**config.mk**
```make
export PLATFORM = sky130hd
export DESIGN_NAME = xtal_32k_monitor
export DESIGN_NICKNAME = d
export VERILOG_FILES = /design/src/rtl/xtal_32k_monitor.sv
export SDC_FILE = /design/constraint.sdc
export NUM_CORES = 1
export LEC_CHECK = 0
export CORE_MARGIN = 2
export CORE_UTILIZATION = 40
export DETAILED_ROUTE_END_ITERATION = 12
export PLACE_DENSITY = 0.59
export SLEW_MARGIN = 10
export SYNTH_ARGS = -nofsm -noshare
export SYNTH_HDL_FRONTEND = slang
export SYNTH_SLANG_ARGS = --single-unit
export TNS_END_PERCENT = 10
```
**constraint.sdc**
```tcl
create_clock -name clk -period 3.19 [get_ports clk]
set_clock_uncertainty 0.05 [all_clocks]
set_input_delay 0.638 -clock clk [delete_from_list [all_inputs] [get_ports clk]]
set_output_delay 0.638 -clock clk [all_outputs]
set_load 0.05 [all_outputs]
```
**src/rtl/xtal_32k_monitor.sv**
```systemverilog
// xtal_32k_monitor
// Supervisor for the 32.768 kHz crystal oscillator macro. It sequences
// enable/boost, measures each 32k period in clk cycles, and reports a
// per-edge tick, lock and fault to the always-on timer logic.
//
// Optional build macro: XTAL_MON_AUTORESTART_EN
//   defined   : FAULT holds the oscillator off for EDGE_TIMEOUT cycles and
//               then retries start-up.
//   undefined : FAULT is sticky until en drops or rst is asserted.
module xtal_32k_monitor #(
  parameter int CNT_W        = 12,
  parameter int PERIOD_MIN   = 296,
  parameter int PERIOD_MAX   = 328,
  parameter int EDGE_TIMEOUT = 1024,
  parameter int LOCK_EDGES   = 16,
  parameter int STARTUP_CYC  = 4000000
) (
  input  logic             clk,
  input  logic             rst,
  input  logic             en,
  input  logic             xtal_dout,
  output logic             xtal_ena,
  output logic             xtal_boost,
  output logic             tick,
  output logic             ok,
  output logic             fault,
  output logic [CNT_W-1:0] period,
  output logic [1:0]       state
);

  localparam int GOOD_W = $clog2(LOCK_EDGES + 1);

  localparam logic [CNT_W-1:0]  CNT_ONES   = {CNT_W{1'b1}};
  localparam logic [CNT_W-1:0]  LOSS_AT    = CNT_W'(EDGE_TIMEOUT - 1);
  localparam logic [CNT_W-1:0]  PMIN       = CNT_W'(PERIOD_MIN);
  localparam logic [CNT_W-1:0]  PMAX       = CNT_W'(PERIOD_MAX);
  localparam logic [23:0]       START_LAST = 24'(STARTUP_CYC - 1);
  localparam logic [GOOD_W-1:0] GOOD_LOCK  = GOOD_W'(LOCK_EDGES);
`ifdef XTAL_MON_AUTORESTART_EN
  localparam logic [23:0]       HOLD_LAST  = 24'(EDGE_TIMEOUT - 1);
`endif

  typedef enum logic [1:0] {
    ST_IDLE  = 2'd0,
    ST_START = 2'd1,
    ST_LOCK  = 2'd2,
    ST_FAULT = 2'd3
  } state_t;

  // synchronizer / edge detect
  logic sync1_r, sync2_r, dly_r;
  logic tk_s;

  // period measurement
  logic [CNT_W-1:0] cnt_r;
  logic [CNT_W-1:0] cnt_inc_s;
  logic [CNT_W-1:0] period_r;
  logic             armed_r;
  logic             measure_s;
  logic             in_win_s;
  logic             loss_s;

  // state machine
  state_t            state_r, state_nxt_s, st_fsm_s;
  logic [GOOD_W-1:0] good_r, good_nxt_s, good_inc_s;
  logic [23:0]       timer_r, timer_nxt_s;
  logic              clr_fsm_s, clr_s;

  // registered outputs
  logic tick_r, ok_r, fault_r, ena_r, boost_r;
  logic ok_nxt_s, fault_nxt_s, ena_nxt_s, boost_nxt_s;

  // Rising edge of the synchronized oscillator output.
  assign tk_s = sync2_r & ~dly_r;

  // Counter+1 with saturation; this is also the period measured on a tick.
  assign cnt_inc_s = (cnt_r == CNT_ONES) ? CNT_ONES : (cnt_r + CNT_W'(1));

  // Only ticks after the arming tick carry a valid measurement.
  assign measure_s = tk_s & armed_r;
  assign in_win_s  = (cnt_inc_s >= PMIN) && (cnt_inc_s <= PMAX);

  // A tick in the same cycle as the timeout point cancels the loss.
  assign loss_s    = (cnt_r == LOSS_AT) && !tk_s;

  assign good_inc_s = good_r + GOOD_W'(1);

  // Two-flop synchronizer followed by the edge-detect delay flop.
  always_ff @(posedge clk) begin
    if (rst) begin
      sync1_r <= 1'b0;
      sync2_r <= 1'b0;
      dly_r   <= 1'b0;
    end else begin
      sync1_r <= xtal_dout;
      sync2_r <= sync1_r;
      dly_r   <= sync2_r;
    end
  end

  // Free-running period counter, cleared on each tick and on start-up entry.
  always_ff @(posedge clk) begin
    if (rst) begin
      cnt_r   <= {CNT_W{1'b0}};
      armed_r <= 1'b0;
    end else if (clr_s) begin
      cnt_r   <= {CNT_W{1'b0}};
      armed_r <= 1'b0;
    end else if (tk_s) begin
      cnt_r   <= {CNT_W{1'b0}};
      armed_r <= 1'b1;
    end else begin
      cnt_r   <= cnt_inc_s;
      armed_r <= armed_r;
    end
  end

  // Capture the measured period; the value is frozen while idle.
  always_ff @(posedge clk) begin
    if (rst) begin
      period_r <= {CNT_W{1'b0}};
    end else if (measure_s && (state_r != ST_IDLE)) begin
      period_r <= cnt_inc_s;
    end else begin
      period_r <= period_r;
    end
  end

  // Next-state logic; dropping en overrides every other transition.
  always_comb begin
    st_fsm_s    = state_r;
    good_nxt_s  = good_r;
    timer_nxt_s = timer_r;
    clr_fsm_s   = 1'b0;
    case (state_r)
      ST_IDLE: begin
        if (en) begin
          st_fsm_s    = ST_START;
          clr_fsm_s   = 1'b1;
          good_nxt_s  = {GOOD_W{1'b0}};
          timer_nxt_s = 24'd0;
        end else begin
          st_fsm_s    = ST_IDLE;
        end
      end
      ST_START: begin
        timer_nxt_s = timer_r + 24'd1;
        if (measure_s && in_win_s) begin
          good_nxt_s = good_inc_s;
        end else if (measure_s) begin
          good_nxt_s = {GOOD_W{1'b0}};
        end else begin
          good_nxt_s = good_r;
        end
        if (measure_s && in_win_s && (good_inc_s == GOOD_LOCK)) begin
          st_fsm_s    = ST_LOCK;
        end else if (timer_r == START_LAST) begin
          // timer doubles as the restart holdoff counter in FAULT
          st_fsm_s    = ST_FAULT;
          timer_nxt_s = 24'd0;
        end else begin
          st_fsm_s    = ST_START;
        end
      end
      ST_LOCK: begin
        if ((measure_s && !in_win_s) || loss_s) begin
          st_fsm_s    = ST_FAULT;
          timer_nxt_s = 24'd0;
        end else begin
          st_fsm_s    = ST_LOCK;
        end
      end
      ST_FAULT: begin
`ifdef XTAL_MON_AUTORESTART_EN
        if (timer_r == HOLD_LAST) begin
          st_fsm_s    = ST_START;
          clr_fsm_s   = 1'b1;
          good_nxt_s  = {GOOD_W{1'b0}};
          timer_nxt_s = 24'd0;
        end else begin
          st_fsm_s    = ST_FAULT;
          timer_nxt_s = timer_r + 24'd1;
        end
`else
        st_fsm_s = ST_FAULT;
`endif
      end
      default: begin
        st_fsm_s = ST_IDLE;
      end
    endcase

    if (!en) begin
      state_nxt_s = ST_IDLE;
      clr_s       = 1'b0;
    end else begin
      state_nxt_s = st_fsm_s;
      clr_s       = clr_fsm_s;
    end
  end

  // Output decode from the next state so outputs change with state.
  always_comb begin
    ok_nxt_s    = 1'b0;
    fault_nxt_s = 1'b0;
    ena_nxt_s   = 1'b0;
    boost_nxt_s = 1'b0;
    case (state_nxt_s)
      ST_IDLE: begin
        ena_nxt_s   = 1'b0;
      end
      ST_START: begin
        ena_nxt_s   = 1'b1;
        boost_nxt_s = 1'b1;
      end
      ST_LOCK: begin
        ena_nxt_s   = 1'b1;
        ok_nxt_s    = 1'b1;
      end
      ST_FAULT: begin
        fault_nxt_s = 1'b1;
`ifdef XTAL_MON_AUTORESTART_EN
        ena_nxt_s   = 1'b0;
`else
        ena_nxt_s   = 1'b1;
`endif
      end
      default: begin
        ena_nxt_s   = 1'b0;
      end
    endcase
  end

  // State, good-edge count and start-up/holdoff timer registers.
  always_ff @(posedge clk) begin
    if (rst) begin
      state_r <= ST_IDLE;
      good_r  <= {GOOD_W{1'b0}};
      timer_r <= 24'd0;
    end else begin
      state_r <= state_nxt_s;
      good_r  <= good_nxt_s;
      timer_r <= timer_nxt_s;
    end
  end

  // Registered outputs.
  always_ff @(posedge clk) begin
    if (rst) begin
      tick_r  <= 1'b0;
      ok_r    <= 1'b0;
      fault_r <= 1'b0;
      ena_r   <= 1'b0;
      boost_r <= 1'b0;
    end else begin
      tick_r  <= tk_s;
      ok_r    <= ok_nxt_s;
      fault_r <= fault_nxt_s;
      ena_r   <= ena_nxt_s;
      boost_r <= boost_nxt_s;
    end
  end

  assign tick       = tick_r;
  assign ok         = ok_r;
  assign fault      = fault_r;
  assign xtal_ena   = ena_r;
  assign xtal_boost = boost_r;
  assign period     = period_r;
  assign state      = state_r;

endmodule
```
**Yosys cells after proc, flatten, opt, wreduce, memory -nomap -nowiden**

Cells that the tools add are included.

- Word-level logic and storage cells: 75
- Input bits: 4
- Output and inout port bits: 19
- Bits in registers: 64

- Magnitude comparators: 2
- Multiplexer cells: 21
- Eq/ne operators: 13
- Bitwise logic cells: 3
- $add $sub $neg: 3
- Reduce and logical (&&, ||, !) cells: 19

Operators by type and width:

| operator | number |
|---|---|
| $mux 24 | 4 |
| $pmux 24 s3 | 1 |
| $add 24x1->24 const B | 1 |
| $eq 24x22->1 const B | 1 |
| $mux 5 | 3 |
| $add 12x1->12 const B | 1 |
| $eq 12x10->1 const B | 1 |
| $eq 12x12->1 const B | 1 |
| $ge 12x9->1 const B | 1 |
| $le 12x9->1 const B | 1 |
| $mux 12 | 1 |
| $pmux 5 s2 | 1 |
| $eq 2x2->1 const B | 4 |
| $pmux 2 s4 | 1 |
| $logic_and 1x1->1 | 6 |
| $mux 1 | 6 |
| $mux 2 | 3 |
| $reduce_and 3->1 | 2 |
| $reduce_or 3->1 | 2 |
| $add 5x1->5 const B | 1 |
| $eq 5x5->1 const B | 1 |
| $eq 2x1->1 const B | 2 |
| $logic_not 2->1 | 2 |
| $ne 2x2->1 const B | 2 |
| 9 further kinds | 12 |

**Logic depth before layout (Yosys ltp)**

Gate-level depths: netlist of the first run.

- Depth in word-level cells: 13
- Mapped depth: 11
- Gate-level depth less buffers: 8

**Worst setup path after synthesis of the first run**

Ideal clock, no wire load.

- Path kind: register to register
- Start point: reg cnt_r[0]
- End point: reg timer_r[11]
- Required time: 3007 ps
- Path buffers: 2
- Clock period less this slack: 2576 ps
- Cell stages (with the launch flop): 10
- Setup time: 133 ps
- Arrival: 2393 ps
- Setup slack: 614 ps
- Path through: dfxtp_1 ha_1 buf_6 nand4_1 or4_1 o311a_1 a221o_1 buf_2 o21ai_0 a31oi_1

- Longest elaborated chain between the ends: 9
- Elaborated cells between the ends (all ways): 17
- Those cells by class: add/sub: 1; order compare: 2; eq/ne: 3; mux: 3; reduce/logical: 8

RTL lines:

| what | RTL line | source |
|---|---|---|
| start, declared | 55 | `logic [CNT_W-1:0] cnt_r;` |
| start signal, assigned | 104 | `cnt_r <= {CNT_W{1'b0}};` |
| start signal, assigned | 107 | `cnt_r <= {CNT_W{1'b0}};` |
| start signal, assigned | 110 | `cnt_r <= {CNT_W{1'b0}};` |
| $add 12x1->12 or $eq 12x12->1 (tied branches) | 77 | `assign cnt_inc_s = (cnt_r == CNT_ONES) ? CNT_ONES : (cnt_r + CNT_W'(1));` |
| $mux 12 | 77 |  |
| $ge 12x9->1 or $le 12x9->1 (tied branches) | 81 | `assign in_win_s = (cnt_inc_s >= PMIN) && (cnt_inc_s <= PMAX);` |
| $logic_and 1x1->1 | 81 |  |
| $logic_not 1->1 | 166 | `if ((measure_s && !in_win_s) \|\| loss_s) begin` |
| $logic_and 1x1->1 | 166 |  |
| $logic_or 1x1->1 | 166 |  |
| $ne 2x2->1 (no line) | n/a |  |
| $reduce_and 3->1 (no line) | n/a |  |
| end signal, assigned | 243 | `timer_r <= timer_nxt_s;` |
| end, declared | 66 | `logic [23:0] timer_r, timer_nxt_s;` |

Parallel ways exist; a longest one is shown, timed or not.
A chain may end at the register's enable or synchronous reset.

**Worst setup path after layout of the first run**

- Start point: reg cnt_r[0]
- End point: reg timer_r[14]

Same word-level chain as after synthesis.

==> summary.md, run 1 <==
| Metric | Value |
|---|---|
| Filler instances | `786` |
| Syn Inst Count | `401` |
| Antenna-violating nets left | `0` |
| # port buffers | `22` |
| Arrival @ worst endpoint | `3.03 ns` |
| RSZ-0062 raised after global routing | `no` |
| Final setup viols | `0` |
| Routed vias | `2922` |
| Syn Area/Cell | `8.09 µm²` |
| Routability cong. | `0.836` |
| Commonest non-fill, non-tap cell in the layout | `dfxtp_1` |
| Leading area contributor after synthesis | `dfxtp_1` |
| Leak Pwr | `0.00124 µW` |
| Clock sinks | `64` |
| Measured slew at the worst slew-check pin | `0.722 ns` |
| Maxcap violations | `0` |
| Finished Cell Area | `3740 µm²` |
| GR Layer Usage met1 | `27.0%` |
| Top-area cell type share of the netlist area | `39.5%` |
| Final TNS setup | `0 ns` |
| Crit-path max FO | `13` |
| Most used DFF post-synth | `dfxtp_1` |
| Status | `completed` |
| Final Hold Vio Count | `0` |
| Number of core rows | `32` |
| Placed insts | `516` |
| Syn Std Cell Area | `3240 µm²` |
| CORE AREA | `7810 µm²` |
| Fmax | `0.346 GHz` |
| Slew HR | `51.9%` |
| Initial antenna violation count | `0` |
| # IOs | `23` |
| Startpoint type of the worst setup path | `flip-flop` |
| Num CTS Buffers | `9` |
| Post-DP HPWL | `5200 µm` |
| Share of cells above drive strength 1 | `9.77%` |
| YS warnings | `0` |
| H-tree levels | `3` |
| GR Layer Usage met2 | `27.0%` |
| DR WL/cell | `14.3 µm` |
| Seq/Total Area, Yosys | `39.5%` |
| Post-Route Utilization | `47.9%` |
| Hold WC Path Type | `flip-flop to flip-flop` |
| GRT busiest layer | `met1` |
| Pwr Density | `402 nW/µm²` |
| Die ar. | `8850 µm²` |
| Most frequent cells in the layout | `dfxtp_1, nor2_1, nand2_1` |
| Post-synthesis async set-or-reset flop share | `0%` |
| Worst hold stages | `1` |
| Top post-synthesis cells by area | `dfxtp_1, nor2_1, o21ai_0, nand3_1, nand2_1` |
| Pin count of the biggest net entering global routing | `39` |
| Clock Root Buffer | `clkbuf_8` |
| Initial Utilization | `41.6%` |
| Setup CP Type | `flip-flop to flip-flop` |
| Vias in the first global route | `2671` |
| Die height | `94.1 µm` |
| Non-Filler Instances | `532` |
| CTS tree | `built` |
| Die W | `94.1 µm` |
| Synth Register Bits | `64` |
| Drt first pass iters | `5` |
| Ant diodes | `0` |
| Dpl cell area | `3570 µm²` |
| Worst-path clk slew | `0.07 ns` |
| Critical Path End Type | `flip-flop` |
| Fin nets | `433` |
| Slew Viols, Final | `0` |
| Final Cycle Share | `90.7%` |
| First-pass GRT wire length | `13100 µm` |
| Grt total ovfl | `0` |
| DRC Markers | `0` |
| Post-synth EDFFs | `0` |
| Maximum clock path buffer count | `2` |
| P&R area growth vs syn | `15.4%` |
| Routed WL | `7620 µm` |
| Clk_lat worst skew | `0.34 ns` |
| Vias/cell | `5.49` |
| Count of cell types in the netlist | `63` |
| Reg2Reg Depth | `8` |
| Total track usage | `18.7%` |
| Tmin final | `2.89 ns` |
| Critical path required time | `3.33 ns` |
| GR met3 Demand/Resource | `5.30%` |
| Net Count, Synth | `409` |
| Peak supply drop | `0.000277 V` |
| DRT iter0 DRCs | `162` |
| Setup repair bufs after CTS | `0` |
-- layout make-up --
class	instances	area [µm²]	share of cell area [%]
tap	102	128	3.41
timing repair buffer	34	305	8.16
multi-input combinational	307	1830	48.9
sequential	64	1280	34.2
inverter	9	33.8	0.902
clock buffer	13	149	3.98
clock inverter	3	17.5	0.468
-- critical path: stages, from the launching register on --
cell and delay (ns):
dfxtp_1 0.51, ha_1 0.23, nand4_1 0.13, or4_1 0.53, o311a_1 0.35, a221o_1 0.50
nor2_2 0.13, buf_4 0.20, a311oi_1 0.10
-- sequential cells by signal (all words and copies together), names as in the netlist --
register    cells
timer_r        24
cnt_r          12
period         12
good_r          5
state           2
armed_r         1
dly_r           1
fault           1
ok              1
sync1_r         1
sync2_r         1
tick            1
xtal_boost      1
xtal_ena        1
-- where the power goes --
group	switching (µW)	internal [µW]
registers	8.28	806
clock network	305	301
logic	55.9	28.1
-- cells by family after synthesis --
| family | synth area share, % |
|---|---|
| AO/OA/AOI/OAI | 18.8 |
| XOR/XNOR | 2.16 |
| adder cells (fa/ha/maj) | 1.54 |
| buffers and inverters | 4.28 |
| flip-flops | 39.5 |
| multiplexers | 1.66 |
| AND/OR/NAND/NOR | 32.1 |
-- metrics by stage --
stage / power, µW / setup WS [ns] / hold slack, ns
floorplan: 889 / 0.614 / 0.364
global placement: 915 / 0.368 / 0.397
detailed placement: 916 / 0.268 / 0.391
CTS: 1520 / 0.228 / 0.410
global route: 1570 / 0.0864 / 0.420
finish: 1500 / 0.298 / 0.407
-- cells in the mapped netlist, types with 2 or more instances --
library cell  instances
nand4_1               7
or3_1                 3
a21oi_1              17
nor4_1                7
o31ai_1               2
nor3b_1               3
or2_2                 4
and3_1                5
and4_1                2
o21ai_0              28
and3b_1               2
nor3_1               12
o32a_1                2
nand3b_1              4
xnor2_1               5
xor2_1                3
a22oi_1               2
buf_6                 2
mux2i_1               4
clkbuf_1             11
nand2_1              29
ha_1                  4
a211oi_1             10
nor2b_1               8
o21ai_1               3
a31oi_1               9
or3b_1                2
dfxtp_1              64
nand3_1              25
buf_2                 6
a311oi_1              8
inv_1                 9
and2_1                4
nor2_1               60
nand2b_1              7
-- repair_timing --
item | 4_1_cts | 5_1_grt
setup endpoints to repair | 0 | 1
gates resized for setup | 0 | 1
hold buffers | 0 | 0
-- worst paths after layout --
path | startpoint | to | slack [ns]
max | cnt_r[0] | timer_r[14] | 0.30
min | sync1_r | sync2_r | 0.41
max reg2reg | cnt_r[0] | timer_r[14] | 0.30
min reg2reg | sync1_r | sync2_r | 0.41
-- routing by layer --
layer  part of all wire, %  up-vias
met3                   4.9        8
met1                    53     1350
met2                    41       62
met5                     0        -
li1                      -     1502
met4                   1.1        0
No activity file was read; power rests on OpenSTA's default activity.
==> run 2, diff against run 1 <==
- ABC_AREA: not set -> 1
- CORE_MARGIN: 2 -> 4
==> run 2 against run 1 <==
Against the previous run: sequential cell count is the same; clock power rose by 25%; maximum frequency grew 19%; highest routed layer unchanged.
==> summary.md, run 2 <==
| Metric | Value |
|---|---|
| Status | `completed` |
| Drt first pass iters | `4 (-1)` |
| First-pass GRT wire length | `14300 µm (+9.2%)` |
| Slew Viols, Final | `0 (unchanged)` |
| Crit-path max FO | `12 (-1)` |
| Multi-input gate area | `1930 µm² (+5.3%)` |
| Critical Path End Type | `flip-flop` |
| Vias/cell | `4.92 (-10%)` |
| Post-DP HPWL | `5960 µm (+15%)` |
| Finished Cell Area | `4090 µm² (+9.2%)` |
| Placed insts | `638 (+24%)` |
| Setup repair bufs after CTS | `0 (unchanged)` |
| Final TNS setup | `0 ns (unchanged)` |
| Final setup viols | `0 (unchanged)` |
| Vias in the first global route | `3132 (+17%)` |
| P&R area growth vs syn | `13.5%` |
| Syn Std Cell Area | `3600 µm² (+11%)` |
| Flip-flop count of the largest register after layout | `24 (unchanged)` |
| YS warnings | `0 (unchanged)` |
| Setup CP Type | `flip-flop to flip-flop` |
| CTS tree | `built` |
| Clock Root Buffer | `clkbuf_8` |
| Final Cycle Share | `76.2% (-14 points)` |
| Min Hold Slack | `0.358 ns (-0.0485 ns)` |
| Register Area | `1280 µm² (unchanged)` |
| Commonest non-fill, non-tap cell in the layout | `nand2_1` |
| Routed WL | `8170 µm (+7.2%)` |
| Post-synth EDFFs | `0 (unchanged)` |
| Worst-path clk slew | `0.08 ns (about the same)` |
| Routed vias | `3215 (+10%)` |
| Net Count, Synth | `526 (+29%)` |
| Die W | `103 µm (+9.4%)` |
| Pin count of the biggest net entering global routing | `35 (-10%)` |
| Maximum clock path buffer count | `2 (unchanged)` |
| Largest Register | `timer_r` |
| Ant diodes | `0 (unchanged)` |
| Leak Pwr | `0.00156 µW (+26%)` |
| Total track usage | `16.9% (-1.8 points)` |
| Fin nets | `549 (+27%)` |
| DRC Markers | `0 (unchanged)` |
| Most frequent cells in the layout | `nand2_1, inv_1, nor2_1` |
| RSZ-0062 raised after global routing | `no` |
| Measured slew at the worst slew-check pin | `0.533 ns (-0.189 ns)` |
| Peak supply drop | `0.000279 V (+0.61%)` |
| # IOs | `23 (unchanged)` |
| Fmax | `0.411 GHz (+19%)` |
| Maxcap violations | `0 (unchanged)` |
| Pwr Density | `403 nW/µm² (+0.20%)` |
| Overall power | `1650 µW (+9.4%)` |
| Final Hold Vio Count | `0 (unchanged)` |
| Filler instances | `898 (+14%)` |
| Number of core rows | `34 (+6.3%)` |
| Initial Utilization | `41.3% (-0.26 points)` |
| Clk_lat worst skew | `0.34 ns (about the same)` |
| H-tree levels | `3 (unchanged)` |
| Post-synthesis async set-or-reset flop share | `0% (unchanged)` |
| Initial antenna violation count | `0 (unchanged)` |
| Count of cell types in the netlist | `32 (-49%)` |
| Slew HR | `64.3% (+12 points)` |
| Leading cell type by number of instances after synthesis | `nand2_1` |
| Syn Inst Count | `518 (+29%)` |
| Syn Area/Cell | `6.95 µm² (-14%)` |
| R2r setup slk | `0.76 ns (+0.46 ns)` |
| Grt total ovfl | `0 (unchanged)` |
| Clock sinks | `64 (unchanged)` |
| Dpl cell area | `3870 µm² (+8.4%)` |
| PostCTS Resize Cnt | `0 (unchanged)` |
| Top-area cell type share of the netlist area | `35.6% (-3.9 points)` |
| Hold WC Path Type | `flip-flop to flip-flop` |
| Share of cells above drive strength 1 | `17.4% (+7.6 points)` |
| Routability cong. | `0.899 (+7.6%)` |
| # port buffers | `22 (unchanged)` |
| Arrival @ worst endpoint | `2.65 ns (-0.38 ns)` |
| Tmin final | `2.43 ns (-0.460 ns)` |
| Non-Filler Instances | `654 (+23%)` |
| Leading area contributor after synthesis | `dfxtp_1` |
| Die ar. | `10600 µm² (+20%)` |
| Synth cell count leaders | `nand2_1, inv_1, nor2_1, dfxtp_1, nand2_2` |
| DR WL/cell | `12.5 µm (-13%)` |
| CTS Hold Bufs | `0 (unchanged)` |
| Num CTS Buffers | `9 (unchanged)` |
| Critical path required time | `3.41 ns (+0.08 ns)` |
| Synth Register Bits | `64 (unchanged)` |
| Top post-synthesis cells by area | `dfxtp_1, nand2_1, inv_1, nor2_1, nand2_2` |
| Die height | `103 µm (+9.4%)` |
| Startpoint type of the worst setup path | `flip-flop` |
| Seq/Total Area, Yosys | `35.6% (-3.9 points)` |
| Most used DFF post-synth | `dfxtp_1` |
| DRT iter0 DRCs | `107 (-34%)` |
| Antenna-violating nets left | `0 (unchanged)` |
| CORE AREA | `8720 µm² (+12%)` |
-- run 2: cell types whose count changed after synthesis, sizes merged, moves of 10 or more --
cell    change
nand2     +105
inv        +68
a21oi      +26
o21ai      -14
nor2       +12
nand3      +11
o211ai     +11
a211oi     -10
-- run 2: per-stage QoR --
step | worst slack [ns] | util, %
after global placement | 0.896 | 44.4
after detailed placement | 0.793 | 44.4
final | 0.758 | 46.9
after global routing | 0.491 | 46.9
after floorplan | 1.29 | -
after CTS | 0.765 | 46.9
-- run 2: cell type report --
type / count / area share [%]
Multi-Input combinational cell: 363 / 47.1
Sequential cell: 64 / 31.4
Inverter: 78 / 7.16
Timing Repair Buffer: 25 / 5.82
Clock buffer: 11 / 3.70
Tap cell: 108 / 3.31
Clock inverter: 5 / 1.53
-- run 2: layer usage --
layer	vias to the layer above	share of wire, %	GRT usage (%)
met3	9	3.2	4.53
met5	-	0	0
met2	40	47	27.8
li1	1701	-	-
met4	0	1.2	5.28
met1	1465	49	21.7
-- run 2: path summary, 6_finish.rpt --
path / from / endpoint / depth (start not counted)
worst max-delay path: cnt_r[0] / timer_r[1] / 14
worst min-delay path: sync1_r / sync2_r / 2
worst max register to register: cnt_r[0] / timer_r[1] / 14
worst min register to register: sync1_r / sync2_r / 2
-- run 2: logic make-up (layout without fill, tap and decap cells) --
family,count (synthesis),in the layout,share of synthesized area (%)
and+or+nand+nor,277,277,36.7
buffers and inverters,91,119,10.9
AOI/OAI and AO/OA,74,74,13.4
DFF,64,64,35.6
xor gates and xnor gates,8,8,1.95
adders and majority gates,4,4,1.39
-- run 2: where the power goes --
group	internal, µW	switching [µW]	total, µW	leakage, µW
clock	408	349	757	0.000102
sequential	805	4.74	810	0.000517
combinational	20.1	58.5	78.6	0.000941
total	1230	412	1650	0.00156
-- run 2: worst max-delay path: stages, from the launching register on --
cell and delay, ns:
dfxtp_1 0.34, ha_1 0.25, nand3_2 0.14, inv_2 0.06, nand2_2 0.09, nor2_4 0.07
inv_1 0.28, nand2_1 0.10, nor2_1 0.11, nand2_1 0.06, nor2_2 0.14, nand3_2 0.11
nand2_2 0.32, nand2_1 0.09, a21oi_1 0.14
